File: src/rtl/dmem_bus_bridge_if.sv
// Word-addressed valid/grant data bus between the MEM-stage bridge (master)
// and the data-memory side (slave).
interface dmem_bus_bridge_if #(
    parameter int XLEN = 32,
    parameter int ALEN = 32
);
    logic            bus_req;
    logic            bus_we;
    logic [ALEN-1:0] bus_addr;
    logic [XLEN-1:0] bus_wdata;
    logic [3:0]      bus_be;
    logic            bus_gnt;
    logic            bus_rvalid;
    logic [XLEN-1:0] bus_rdata;

    modport master (
        output bus_req, bus_we, bus_addr, bus_wdata, bus_be,
        input  bus_gnt, bus_rvalid, bus_rdata
    );

    modport slave (
        input  bus_req, bus_we, bus_addr, bus_wdata, bus_be,
        output bus_gnt, bus_rvalid, bus_rdata
    );
endinterface

File: src/rtl/dmem_bus_bridge.sv
// MEM-stage to valid/grant data-bus bridge: stalls the pipeline per access and returns aligned,
// extended load data. Define DMEM_MISALIGN_CHECK_EN to trap misaligned half/word accesses.
module dmem_bus_bridge #(
    parameter int XLEN        = 32,
    parameter int ALEN        = 32,
    parameter int BUS_TIMEOUT = 16
) (
    input  logic                 clk,
    input  logic                 rst_n,
    input  logic [ALEN-1:0]      dmem_addr,
    input  logic [XLEN-1:0]      dmem_wdata,
    input  logic                 dmem_we,
    input  logic                 dmem_re,
    input  logic [3:0]           dmem_be,
    input  logic [2:0]           dmem_funct3,
    output logic                 mem_stall,
    output logic [XLEN-1:0]      load_data,
    output logic                 load_valid,
    output logic                 bus_err,
    output logic                 misalign_err,
    dmem_bus_bridge_if.master    bus
);

    typedef enum logic [1:0] {IDLE, REQ, WAIT_R, DONE} state_t;

    localparam int            CW       = (BUS_TIMEOUT > 1) ? $clog2(BUS_TIMEOUT) : 1;
    localparam logic [CW-1:0] CNT_LAST = CW'((BUS_TIMEOUT > 0) ? BUS_TIMEOUT - 1 : 0);
    localparam bit            TO_EN    = (BUS_TIMEOUT > 0);

    state_t          state_q, state_d;
    logic [ALEN-1:0] addr_q, addr_d;
    logic [2:0]      funct3_q, funct3_d;
    logic [3:0]      be_q, be_d;
    logic            we_q, we_d;
    logic [XLEN-1:0] wdata_q, wdata_d;
    logic [CW-1:0]   cnt_q, cnt_d;
    logic [XLEN-1:0] load_data_q, load_data_d;
    logic            load_valid_q, load_valid_d;
    logic            bus_err_q, bus_err_d;
    logic            bus_req_c;
    logic            timed_out;

    // Store data is replicated across lanes so the slave can pick any byte/half lane by be.
    function automatic logic [XLEN-1:0] replicate(input logic [XLEN-1:0] w, input logic [1:0] size);
        logic [XLEN-1:0] r;
        case (size)
            2'b00:   r = {(XLEN/8){w[7:0]}};
            2'b01:   r = {(XLEN/16){w[15:0]}};
            default: r = w;
        endcase
        return r;
    endfunction

    function automatic logic [XLEN-1:0] extract(input logic [XLEN-1:0] rd, input logic [2:0] f3,
                                                input logic [1:0] off);
        logic [7:0]      b;
        logic [15:0]     h;
        logic [XLEN-1:0] r;
        b = rd[{off, 3'b000} +: 8];
        h = rd[{off[1], 4'b0000} +: 16];
        case (f3)
            3'b000:  r = {{(XLEN-8){b[7]}}, b};
            3'b001:  r = {{(XLEN-16){h[15]}}, h};
            3'b100:  r = {{(XLEN-8){1'b0}}, b};
            3'b101:  r = {{(XLEN-16){1'b0}}, h};
            default: r = rd;
        endcase
        return r;
    endfunction

    assign timed_out = TO_EN && (cnt_q == CNT_LAST);

`ifdef DMEM_MISALIGN_CHECK_EN
    logic misalign_err_q, misalign_err_d;
    logic misaligned;
    assign misaligned = ((dmem_funct3[1:0] == 2'b01) && dmem_addr[0]) ||
                        ((dmem_funct3[1:0] == 2'b10) && (dmem_addr[1:0] != 2'b00));
    assign misalign_err = misalign_err_q;
`else
    assign misalign_err = 1'b0;
`endif

    always_comb begin
        state_d      = state_q;
        addr_d       = addr_q;
        funct3_d     = funct3_q;
        be_d         = be_q;
        we_d         = we_q;
        wdata_d      = wdata_q;
        cnt_d        = cnt_q;
        load_data_d  = load_data_q;
        load_valid_d = 1'b0;
        bus_err_d    = 1'b0;
        mem_stall    = 1'b0;
        bus_req_c    = 1'b0;
`ifdef DMEM_MISALIGN_CHECK_EN
        misalign_err_d = 1'b0;
`endif
        case (state_q)
            IDLE: begin
                if (dmem_we || dmem_re) begin
                    mem_stall = 1'b1;
                    addr_d    = dmem_addr;
                    funct3_d  = dmem_funct3;
                    be_d      = dmem_be;
                    we_d      = dmem_we;
                    wdata_d   = replicate(dmem_wdata, dmem_funct3[1:0]);
                    cnt_d     = '0;
`ifdef DMEM_MISALIGN_CHECK_EN
                    if (misaligned) begin
                        state_d        = DONE;
                        misalign_err_d = 1'b1;
                        if (!dmem_we) load_data_d = '0;
                    end else begin
                        state_d = REQ;
                    end
`else
                    state_d = REQ;
`endif
                end
            end
            REQ: begin
                mem_stall = 1'b1;
                bus_req_c = 1'b1;
                if (bus.bus_gnt) begin
                    cnt_d = '0;
                    if (we_q) begin
                        state_d = DONE;
                    end else if (bus.bus_rvalid) begin
                        load_data_d  = extract(bus.bus_rdata, funct3_q, addr_q[1:0]);
                        load_valid_d = 1'b1;
                        state_d      = DONE;
                    end else begin
                        state_d = WAIT_R;
                    end
                end else if (timed_out) begin
                    state_d     = DONE;
                    bus_err_d   = 1'b1;
                    load_data_d = '0;
                end else begin
                    cnt_d = cnt_q + 1'b1;
                end
            end
            WAIT_R: begin
                mem_stall = 1'b1;
                if (bus.bus_rvalid) begin
                    load_data_d  = extract(bus.bus_rdata, funct3_q, addr_q[1:0]);
                    load_valid_d = 1'b1;
                    state_d      = DONE;
                end else if (timed_out) begin
                    state_d     = DONE;
                    bus_err_d   = 1'b1;
                    load_data_d = '0;
                end else begin
                    cnt_d = cnt_q + 1'b1;
                end
            end
            DONE: begin
                // Pipeline advances this cycle; its next request is taken from IDLE.
                state_d = IDLE;
            end
            default: state_d = IDLE;
        endcase
    end

    always_ff @(posedge clk or negedge rst_n) begin
        if (!rst_n) begin
            state_q      <= IDLE;
            addr_q       <= '0;
            funct3_q     <= '0;
            be_q         <= '0;
            we_q         <= 1'b0;
            wdata_q      <= '0;
            cnt_q        <= '0;
            load_data_q  <= '0;
            load_valid_q <= 1'b0;
            bus_err_q    <= 1'b0;
        end else begin
            state_q      <= state_d;
            addr_q       <= addr_d;
            funct3_q     <= funct3_d;
            be_q         <= be_d;
            we_q         <= we_d;
            wdata_q      <= wdata_d;
            cnt_q        <= cnt_d;
            load_data_q  <= load_data_d;
            load_valid_q <= load_valid_d;
            bus_err_q    <= bus_err_d;
        end
    end

`ifdef DMEM_MISALIGN_CHECK_EN
    always_ff @(posedge clk or negedge rst_n) begin
        if (!rst_n) misalign_err_q <= 1'b0;
        else        misalign_err_q <= misalign_err_d;
    end
`endif

    assign bus.bus_req   = bus_req_c;
    assign bus.bus_we    = we_q;
    assign bus.bus_addr  = {addr_q[ALEN-1:2], 2'b00};
    assign bus.bus_wdata = wdata_q;
    assign bus.bus_be    = be_q;

    assign load_data  = load_data_q;
    assign load_valid = load_valid_q;
    assign bus_err    = bus_err_q;

endmodule

File: src/flat_wrapper.sv
// flat-port wrapper written by rule: the top's interface ports become plain ports
module dmem_bus_bridge_flat 
#(
    parameter int XLEN        = 32,
    parameter int ALEN        = 32,
    parameter int BUS_TIMEOUT = 16
)
  (clk, rst_n, dmem_addr, dmem_wdata, dmem_we, dmem_re, dmem_be, dmem_funct3, mem_stall, load_data, load_valid, bus_err, misalign_err, bus_bus_req, bus_bus_we, bus_bus_addr, bus_bus_wdata, bus_bus_be, bus_bus_gnt, bus_bus_rvalid, bus_bus_rdata);
  dmem_bus_bridge_if #(.XLEN(XLEN), .ALEN(ALEN)) bus_i ();
  input  logic clk;
  input  logic rst_n;
  input  logic [ALEN-1:0] dmem_addr;
  input  logic [XLEN-1:0] dmem_wdata;
  input  logic dmem_we;
  input  logic dmem_re;
  input  logic [3:0] dmem_be;
  input  logic [2:0] dmem_funct3;
  output logic mem_stall;
  output logic [XLEN-1:0] load_data;
  output logic load_valid;
  output logic bus_err;
  output logic misalign_err;
  output wire logic [$bits(bus_i.bus_req)-1:0] bus_bus_req;
  output wire logic [$bits(bus_i.bus_we)-1:0] bus_bus_we;
  output wire logic [$bits(bus_i.bus_addr)-1:0] bus_bus_addr;
  output wire logic [$bits(bus_i.bus_wdata)-1:0] bus_bus_wdata;
  output wire logic [$bits(bus_i.bus_be)-1:0] bus_bus_be;
  input wire logic [$bits(bus_i.bus_gnt)-1:0] bus_bus_gnt;
  input wire logic [$bits(bus_i.bus_rvalid)-1:0] bus_bus_rvalid;
  input wire logic [$bits(bus_i.bus_rdata)-1:0] bus_bus_rdata;
  assign bus_bus_req = bus_i.bus_req;
  assign bus_bus_we = bus_i.bus_we;
  assign bus_bus_addr = bus_i.bus_addr;
  assign bus_bus_wdata = bus_i.bus_wdata;
  assign bus_bus_be = bus_i.bus_be;
  assign bus_i.bus_gnt = bus_bus_gnt;
  assign bus_i.bus_rvalid = bus_bus_rvalid;
  assign bus_i.bus_rdata = bus_bus_rdata;
  dmem_bus_bridge #(.XLEN(XLEN), .ALEN(ALEN), .BUS_TIMEOUT(BUS_TIMEOUT)) u_core (.clk(clk), .rst_n(rst_n), .dmem_addr(dmem_addr), .dmem_wdata(dmem_wdata), .dmem_we(dmem_we), .dmem_re(dmem_re), .dmem_be(dmem_be), .dmem_funct3(dmem_funct3), .mem_stall(mem_stall), .load_data(load_data), .load_valid(load_valid), .bus_err(bus_err), .misalign_err(misalign_err), .bus(bus_i));
endmodule
File: config.mk
export PLATFORM = sky130hd
export DESIGN_NAME = dmem_bus_bridge_flat
export DESIGN_NICKNAME = d
export VERILOG_FILES = /design/src/rtl/dmem_bus_bridge_if.sv /design/src/rtl/dmem_bus_bridge.sv /design/src/flat_wrapper.sv
export SDC_FILE = /design/constraint.sdc
export NUM_CORES = 1
export LEC_CHECK = 0
export ABC_AREA = 1
export BUFFER_PORTS_ARGS = -buffer_cell sky130_fd_sc_hd__buf_2
export CORE_UTILIZATION = 50
export CTS_CLUSTER_DIAMETER = 200
export DETAILED_ROUTE_END_ITERATION = 8
export MAX_ROUTING_LAYER = met4
export PLACE_DENSITY = 0.88
export SYNTH_ARGS = -nofsm -noshare
export SYNTH_HDL_FRONTEND = slang
export SYNTH_SLANG_ARGS = --single-unit
File: constraint.sdc
create_clock -name clk -period 4.35 [get_ports clk]
set_input_delay 0.2175 -clock clk [delete_from_list [all_inputs] [get_ports clk]]
set_output_delay 0.2175 -clock clk [all_outputs]
set_load 0.01 [all_outputs]
# After elaboration in Yosys (flattened, before gate mapping)
# Cells that the tools add are included.
# Widths: inputs -> output; s select.
# op_classes
addsub,1
n_mux,31
n_eq_ne,12
n_shift,2
n_reduce_logical,10
# op_table
op,n
$mux 32,5
$pmux 32 s2,2
$pmux 32 s4,1
$shiftx 32x6->16,1
$shiftx 32x6->8,1
$mux 4,4
$pmux 4 s3,1
$mux 2,5
$mux 1,9
$pmux 2 s4,1
$eq 3x3->1 const B,2
$ne 3x3->1 const B,2
$pmux 1 s2,3
$reduce_and 3->1,2
$add 4x1->4 const B,1
$eq 2x1->1 const B,2
$eq 2x2->1 const B,2
$eq 4x4->1 const B,1
$logic_not 2->1,2
$eq 3x1->1 const B,1
$logic_not 3->1,1
$reduce_bool 3->1,1
$ne 2x1->1 const B,1
$ne 2x2->1 const B,1
other kinds (4),4
# totals
out_inout_bits,106
wordCells,66
register_bits,112

# Longest topological paths before layout
# Gate-level depths: netlist of the first run.
# depth
word_depth,6
mapped_depth,11

# Worst setup path before layout of the first run
# No wires, ideal clock.
# synth_path
kind,reg2out
start,reg u_core.state_q[0]
end,out mem_stall
path_buffers,2
stages_incl_launch_ff,9
t_arrival_ns,1.589
path_slack_ns,2.544
t_required_ns,4.133
path_cell_list,dfrtp_1 inv_1 ha_1 inv_1 nor2_2 inv_1 buf_2 buf_2 a21oi_1
# synth_via
elab_chain_len,3
word_cells_on_any_way,5
classes_between,eq/ne: 2; mux: 1; reduce/logical: 2
# synth_rtl
element,line,source
start: declaration,dmem_bus_bridge.sv:30,"state_t state_q, state_d;"
start signal: assignment,dmem_bus_bridge.sv:179,state_q <= state_d;
$eq 2x1->1 / $eq 2x2->1 (equally long branches),dmem_bus_bridge.sv:99,case (state_q)
$reduce_or 2->1 (no line),--,
$pmux 1 s2 (*),dmem_bus_bridge.sv:99,
end: declaration,flat_wrapper.sv:18,output logic mem_stall;
# Mark *: on every way between the ends. The rest lies on a longest branch, timed or not.

# Worst setup path after layout of the first run
# layout_path
start,reg u_core.funct3_q[1]
end,reg u_core.load_data_q[20] (netlist: u_core.load_data[20])
# layout_via
elab_chain_len,6
word_cells_on_any_way,10
classes_between,eq/ne: 3; mux: 6; reduce/logical: 1
# layout_rtl
element,line,source
start: declaration,dmem_bus_bridge.sv:32,"logic [2:0] funct3_q, funct3_d;"
start signal: assignment,dmem_bus_bridge.sv:181,funct3_q <= funct3_d;
$eq 3x3->1 (tied with other cells),dmem_bus_bridge.sv:61,case (f3)
$pmux 32 s4 (*),dmem_bus_bridge.sv:61,
$mux 32,dmem_bus_bridge.sv:129,end else if (bus.bus_rvalid) begin
$mux 32,dmem_bus_bridge.sv:127,if (we_q) begin
$mux 32,dmem_bus_bridge.sv:125,if (bus.bus_gnt) begin
$pmux 32 s2 (*),dmem_bus_bridge.sv:99,
end signal: assignment,dmem_bus_bridge.sv:186,load_data_q <= load_data_d;
end: declaration,dmem_bus_bridge.sv:37,"logic [XLEN-1:0] load_data_q, load_data_d;"
# Mark *: on every way between the ends. The rest lies on a longest branch, timed or not. The select of a mux whose other input is x is not followed.
# A chain may end at the register's enable or synchronous reset.

==> impl_results.md, run 1 <==
- # DRC: 0
- Die height: 110.7 um
- Hold buffer count at cts: 0
- Drt first pass iters: 5
- Setup TNS: 0 ns
- Layout cells sized above 1: between 20% and 30%
- Worst EP arrival: around 2.7 ns
- Hold Violations, Final: 1
- GR Layer Usage met3: 5.631%
- Cell variety after synth: 26
- Detail Route Antenna Nets: 0
- Cell taking the most area after synthesis: dfrtp_1
- Hold/Removal Path Class: input pin to asynchronous set/reset pin
- TritonCTS buffer count: 9
- CTS Buffer Depth: 2
- Setup Fix Bufs, Post-CTS: 0
- Reg clk slew, reported paths: 0.08 ns
- Cells along the critical path: inv_2 > nand2_1 > nor2_1 > nand2_1 > nand3_1 > nand2_1 > nand2_1
- Clock skew: approximately 0.0096 ns
- Synthesized instance count: 817
- Die area: 0.01225 sq mm
- Vias in the first global route: 5381
- Most common cell in the netlist: nand2_1
- Core area: 0.01147 sq mm
- Slew HR: 30.78%
- Post-DP HPWL: 10.72 mm
- Critical Path Max Stage Delay: approximately 1.0 ns
- Most used cell along the critical path: nand2_1
- Slew @ Worst Pin: 1.038 ns
- M1 GR Usage: 33.56%
- Finished Cell Area: 0.007038 sq mm
- Crit-path max FO: 33
- Layout area overhead: 19.15%
- Top_reg_cell synth: dfrtp_1
- Startpoint types: register
- Register bit total from synthesis: ~110
- Clock Tree Root: clkbuf_16
- Status: complete, but fails checks
- I/O Buffers: ~210
- Synthesized area: between 0.005 and 0.006 sq mm
- Worst-Skew Late Latency: 0.35 ns
- Fin crit period: 2.451 ns
- GP Congestion: 0.9232
- Met2 Usage GRT: approximately two fifths
- WHS: -0.001208 ns
- Power density cells: a little over 700 mW/mm^2
- Syn Area/Cell: between 7 and 8 sq um
- Initial Util: 51.51%
- CP Buf/Inv Count: 1
- Dpl cell area: 0.006746 sq mm
- Crit share post-route: 56.33%
- CTS Sinks: 112
- Tot GR Track Use: between 20% and 30%
- Yosys warns: 0
- Nets: between 1000 and 1500
- Failing checks: hold timing
- Synth top area share: 47.45%
- Global routing's busiest layer: met2
- First-pass GRT wire length: about 25 mm
- Vias: about 5700
- Critical Path End Type: register
- Maximum vdd drop: 0.3810 mV
- WL final: 15.03 mm
- Final core utilization: 61.37%
- Required @ worst endpoint: 4.59 ns
- Slowest CP cell: dfrtp_1
- Die X: 110.7 um
- Rows: 39
- Final Max Slew Viols: 0
- Htree depth: 3
- Leading post-synthesis cells by cell area: dfrtp_1 (47%), nand2_1 (26%), nand3_1 (4.7%), buf_4 (4.6%), a21oi_1 (3.5%)
- Synth cell count leaders: nand2_1 (409), dfrtp_1 (112), nand3_1 (55)
- Sequential-to-total area share from yosys stat: 47.45%
- Initial DRC Count: 389
- Post-cts sizing count: 0
- CTS tree: built
- Largest net degree at the start of global routing: 77
- Vias/cell: 5.100
- FMAX: 408.1 MHz
- Final number of setup-violating endpoints: 0
- RSZ-0062 raised after global routing: no
- Total grt overflow: 0
- Initial antenna violation count: 1
- Io pins: 215
- Leak: ~4.1 nW
- Critical path type: register to register
- Post-synth EDFFs: 0
- Async set-reset flop share out of synthesis: 100.0%
- # Max-Cap Violations: 0
- CP delay by family, top: simple AND/OR/NAND/NOR gates
- Routed len/inst: 13.38 um
==> layer usage <==
| metal | vias up | part of all wire, % |
|---|---|---|
| met1 | 2608 | 44 |
| met2 | 264 | 46 |
| li1 | 2823 | - |
| met5 | - | 0 |
| met4 | 0 | 2.5 |
| met3 | 37 | 7.8 |
==> area by class of cell <==
class / count / area (sq um)
sequential: 112 / 2803
antenna: 1 / 2.502
clock buffer: 9 / 225.2
fill: 1058 / 4429
multi-input combinational: 602 / 2549
timing repair buffer: 214 / 1081
inverter: 36 / 135.1
tap: 143 / 178.9
clock inverter: 7 / 63.81
==> stage by stage <==
step | power [W] | hold slack (ns) | std cells | setup slack, ns
6_report | 0.005111 | -0.001208 | 1124 | 1.899
5_1_grt | 0.005572 | 0.05716 | 1124 | 1.713
4_1_cts | 0.005130 | 0.05013 | 1123 | 1.930
3_5_place_dp | 0.004308 | 0.4223 | 1107 | 1.967
3_3_place_gp | 0.004239 | 0.4182 | 1107 | 2.040
2_1_floorplan | 0.003665 | -0.07809 | 819 | 2.544
==> layout by cell type, fill, tap and decap left out <==
cell / synthesis / final
a41oi_1: 1 / 1
clkinv_1: 2 / 2
o21ai_0: 27 / 27
buf_2: 19 / 210
inv_2: 3 / 4
buf_4: 36 / 4
dfrtp_1: 112 / 112
o21ai_4: 1 / 1
o21ai_2: 1 / 1
and2_1: 1 / 1
inv_1: 31 / 30
nor2_2: 2 / 1
clkinv_4: 0 / 1
nand2_1: 409 / 409
conb_1: 1 / 3
diode_2: 0 / 1
o21ai_1: 1 / 1
a31oi_1: 1 / 1
ha_1: 8 / 8
inv_8: 0 / 2
nand3_1: 55 / 55
clkbuf_16: 0 / 9
inv_6: 0 / 2
o22ai_1: 1 / 1
nor2_1: 46 / 46
nor2_4: 0 / 1
o21bai_4: 1 / 1
a211oi_1: 1 / 1
a21oi_1: 41 / 41
nand2_2: 2 / 2
clkinvlp_4: 0 / 2
==> path summary, 6_finish.rpt <==
path | cells after the start | slack (ns) | endpoint | from
max | 7 | 1.90 | u_core.load_data[20] | u_core.funct3_q[1]
min | 1 | -0.001 | u_core.load_data[24] | rst_n
max reg2reg | 7 | 1.90 | u_core.load_data[20] | u_core.funct3_q[1]
min reg2reg | 2 | 0.47 | u_core.addr_q[7] | u_core.addr_q[7]
max in group asynchronous | 2 | 3.32 | u_core.addr_q[13] | rst_n
min in group clk | 3 | 0.06 | u_core.addr_q[6] | dmem_addr[6]
==> kinds of logic after synthesis <==
family          count (synthesis)  share of synthesized area (%)
simple gates                  515                          34.10
flops                         112                          47.45
buf+inv                       105                          9.617
compound gates                 76                          7.075
fa+ha+maj                       8                          1.695
other cells                     1                        0.06348
==> registers in the layout, indices dropped and copies added (netlist names) <==
register	cells
u_core.funct3_q	3
u_core.bus.bus_be	4
u_core.load_data	32
u_core.bus.bus_we	1
u_core.cnt_q	4
u_core.bus.bus_wdata	32
u_core.load_valid	1
u_core.state_q	2
u_core.addr_q	32
u_core.bus_err	1
==> report_power, final <==
group	total [W]	switching (W)	internal, W
registers	0.00187	0.000349	0.00152
clock network	0.000817	0.000414	0.000403
logic	0.00242	0.00153	0.000893
No activity file was read; power rests on OpenSTA's default activity.
==> run 2: changes to the inputs <==
- clock period: 4.35 -> 2.4 ns (I/O delays scaled with it)
==> run 2 against run 1 <==
Effect of this change: the run now ends clean; worst setup slack got worse by 1.7 ns; fmax up 11%; sequential share of layout area down 2.8 points; total power increased by 88%; flip-flop and latch count unchanged; combinational power rose by 96%; first-iteration DRC count is 45% higher; register-to-register slack lost 1.7 ns; sequential power is 77% higher; count of clock-buffer cells in the layout did not move; highest routed layer unchanged.
==> impl_results.md, run 2 (synthesized netlist as in run 1, its figures left out) <==
- Slew @ Worst Pin: 0.9880 ns (-0.05028 ns)
- CTS Sinks: 112 (unchanged)
- RSZ-0062 raised after global routing: no
- Vias/cell: 5.157 (+1.1%)
- Clock skew: 0.008884 ns (-0.0007481 ns)
- Status: finished, final reports clean
- TritonCTS buffer count: 9 (unchanged)
- CP Buf/Inv Count: 1 (unchanged)
- Rows: 39 (unchanged)
- CP delay by family, top: simple AND/OR/NAND/NOR gates
- Min-delay src: dmem_wdata[5]
- Die area: 0.01225 sq mm (unchanged)
- Worst EP arrival: 2.50 ns (-0.19 ns)
- Worst r2r src: u_core.state_q[0]
- Commonest non-fill, non-tap cell in the layout: nand2_1
- Slowest CP cell: nor2_2
- Hold/Removal Path Class: input pin to register
- Initial DRC Count: 563 (+45%)
- Crit share post-route: 91.76% (+35 points)
- GP Congestion: 0.9167 (-0.70%)
- Layout cells sized above 1: 23.81% (-0.78 points)
- Leak: 4.364 nW (+5.7%)
- Critical path depth: 7 (unchanged)
- Nets: 1141 (+4.5%)
- Critical Path Max Stage Delay: 0.78 ns (-0.26 ns)
- Post-DP HPWL: 10.63 mm (-0.83%)
- Vias in the first global route: 5779 (+7.4%)
- R2r setup slk: 0.20 ns (-1.70 ns)
- Final number of setup-violating endpoints: 0 (unchanged)
- Largest net degree at the start of global routing: 113 (+47%)
- Post-cts sizing count: 0 (unchanged)
- Htree depth: 3 (unchanged)
- # Max-Cap Violations: 0 (unchanged)
- WL final: 16.78 mm (+12%)
- Setup TNS: 0 ns (unchanged)
- Worst setup startpoint: u_core.state_q[0]
- Most frequent cells in the layout: nand2_1 (409), buf_2 (210), dfrtp_1 (112)
- FMAX: 454.1 MHz (+11%)
- Power density cells: 1270 mW/mm^2 (+75%)
- Slew HR: 34.06% (+3.3 points)
- Crit-path max FO: 25 (-24%)
- DP Cell Count: 1111 (+0.36%)
- Maximum vdd drop: 0.7976 mV (+110%)
- Reg2reg path depth: 7 (unchanged)
- Detail Route Antenna Nets: 0 (unchanged)
- Fin crit period: 2.202 ns (-0.2484 ns)
- First-pass GRT wire length: 27.61 mm (+10%)
- Routed len/inst: 14.31 um (+7.0%)
- Required @ worst endpoint: 2.70 ns (-1.89 ns)
- Vias: 6049 (+5.5%)
- Core area: 0.01147 sq mm (unchanged)
- Initial Util: 51.51% (unchanged)
- Clock Tree Root: clkbuf_16
- Reg clk slew, reported paths: 0.08 ns (about the same)
- Layout Cells excl Fill: 1173 (+4.4%)
- Dpl cell area: 0.006814 sq mm (+1.0%)
- Tot Pwr: 0.009628 W (+88%)
- Io pins: 215 (unchanged)
- # DRC: 0 (unchanged)
- Initial antenna violation count: 1 (unchanged)
- I/O Buffers: 211 (unchanged)
- CTS Buffer Depth: 2 (unchanged)
- Worst-Skew Late Latency: 0.36 ns (about the same)
- Critical path type: register to register
- Critical Path End Type: register
- Hold Violations, Final: 0 (-1)
- Post-Place Worst Slack: 0.2323 ns (-1.735 ns)
- Cells along the critical path: inv_1 > ha_1 > nand2_2 > o21ai_4 > nor2_2 > nand2_1 > nand2_1
- Worst R2R End: u_core.load_data[14]
- Finished Cell Area: 0.007579 sq mm (+7.7%)
- Startpoint types: register
- Final Max Slew Viols: 0 (unchanged)
- Setup Fix Bufs, Post-CTS: 0 (unchanged)
- Die height: 110.7 um (unchanged)
- CTS tree: built
- Tot GR Track Use: 29.03% (+3.1 points)
- Crit path capture: u_core.load_data[14]
- Die X: 110.7 um (unchanged)
- Total grt overflow: 0 (unchanged)
- Drt first pass iters: 5 (unchanged)
- Layout area overhead: 28.30%
- Fillers: 933 (-12%)
- Worst setup margin: 0.1978 ns (-1.702 ns)
- Most used cell along the critical path: nand2_1
run 2: per-stage QoR:
step                utilization, %  hold slack, ns
detailed placement           59.42          0.2483
global route                 66.09        0.003125
floorplan                        -         -0.1756
CTS                          66.07        0.001003
global placement             59.42          0.2521
finish                       66.09         0.01048
run 2: how the worst min path moves through the flow:
stage                               endpoint  slack (ns)  cells past startpoint
finish               u_core.bus.bus_wdata[5]        0.01                      3
CTS                 u_core.bus.bus_wdata[19]       0.001                      3
global placement        u_core.load_data[24]        0.25                      2
global route        u_core.bus.bus_wdata[17]       0.003                      3
detailed placement      u_core.load_data[19]        0.25                      2
floorplan                   u_core.addr_q[0]       -0.18                      0
run 2: report_power, final:
| part | switching (W) | leakage, nW | total (W) | internal [W] |
|---|---|---|---|---|
| sequential | 0.000551 | 1.39 | 0.00331 | 0.00276 |
| clock | 0.000742 | 0.150 | 0.00157 | 0.000832 |
| combinational | 0.00299 | 2.82 | 0.00474 | 0.00175 |
| total | 0.00429 | 4.36 | 0.00963 | 0.00534 |
run 2: tightest hold or removal path, stage by stage:
cell	delay, ns
buf_2	0.11
nand2_1	0.05
nand2_1	0.05
run 2: metal layers:
metal	track usage, %	up-vias	part of all wire (%)
met3	4.593	46	7.6
met5	-	-	0
met1	36.11	2757	41
met2	46.54	325	48
met4	13.87	0	3.2
li1	-	2921	-
run 2: area by class of cell:
cell class / instances / area, sq um / area share (%)
Sequential cell: 112 / 2803 / 36.98
Timing Repair Buffer: 263 / 1599 / 21.10
Multi-Input combinational cell: 602 / 2549 / 33.63
Inverter: 36 / 135.1 / 1.783
Clock inverter: 7 / 86.33 / 1.139
Clock buffer: 9 / 225.2 / 2.972
Tap cell: 143 / 178.9 / 2.361
Antenna cell: 1 / 2.502 / 0.03302
run 2: repair_timing:
item,in CTS,in global routing
endpoints found under the hold margin,156,0
hold buffers,45,0
endpoints found under the setup margin,0,0
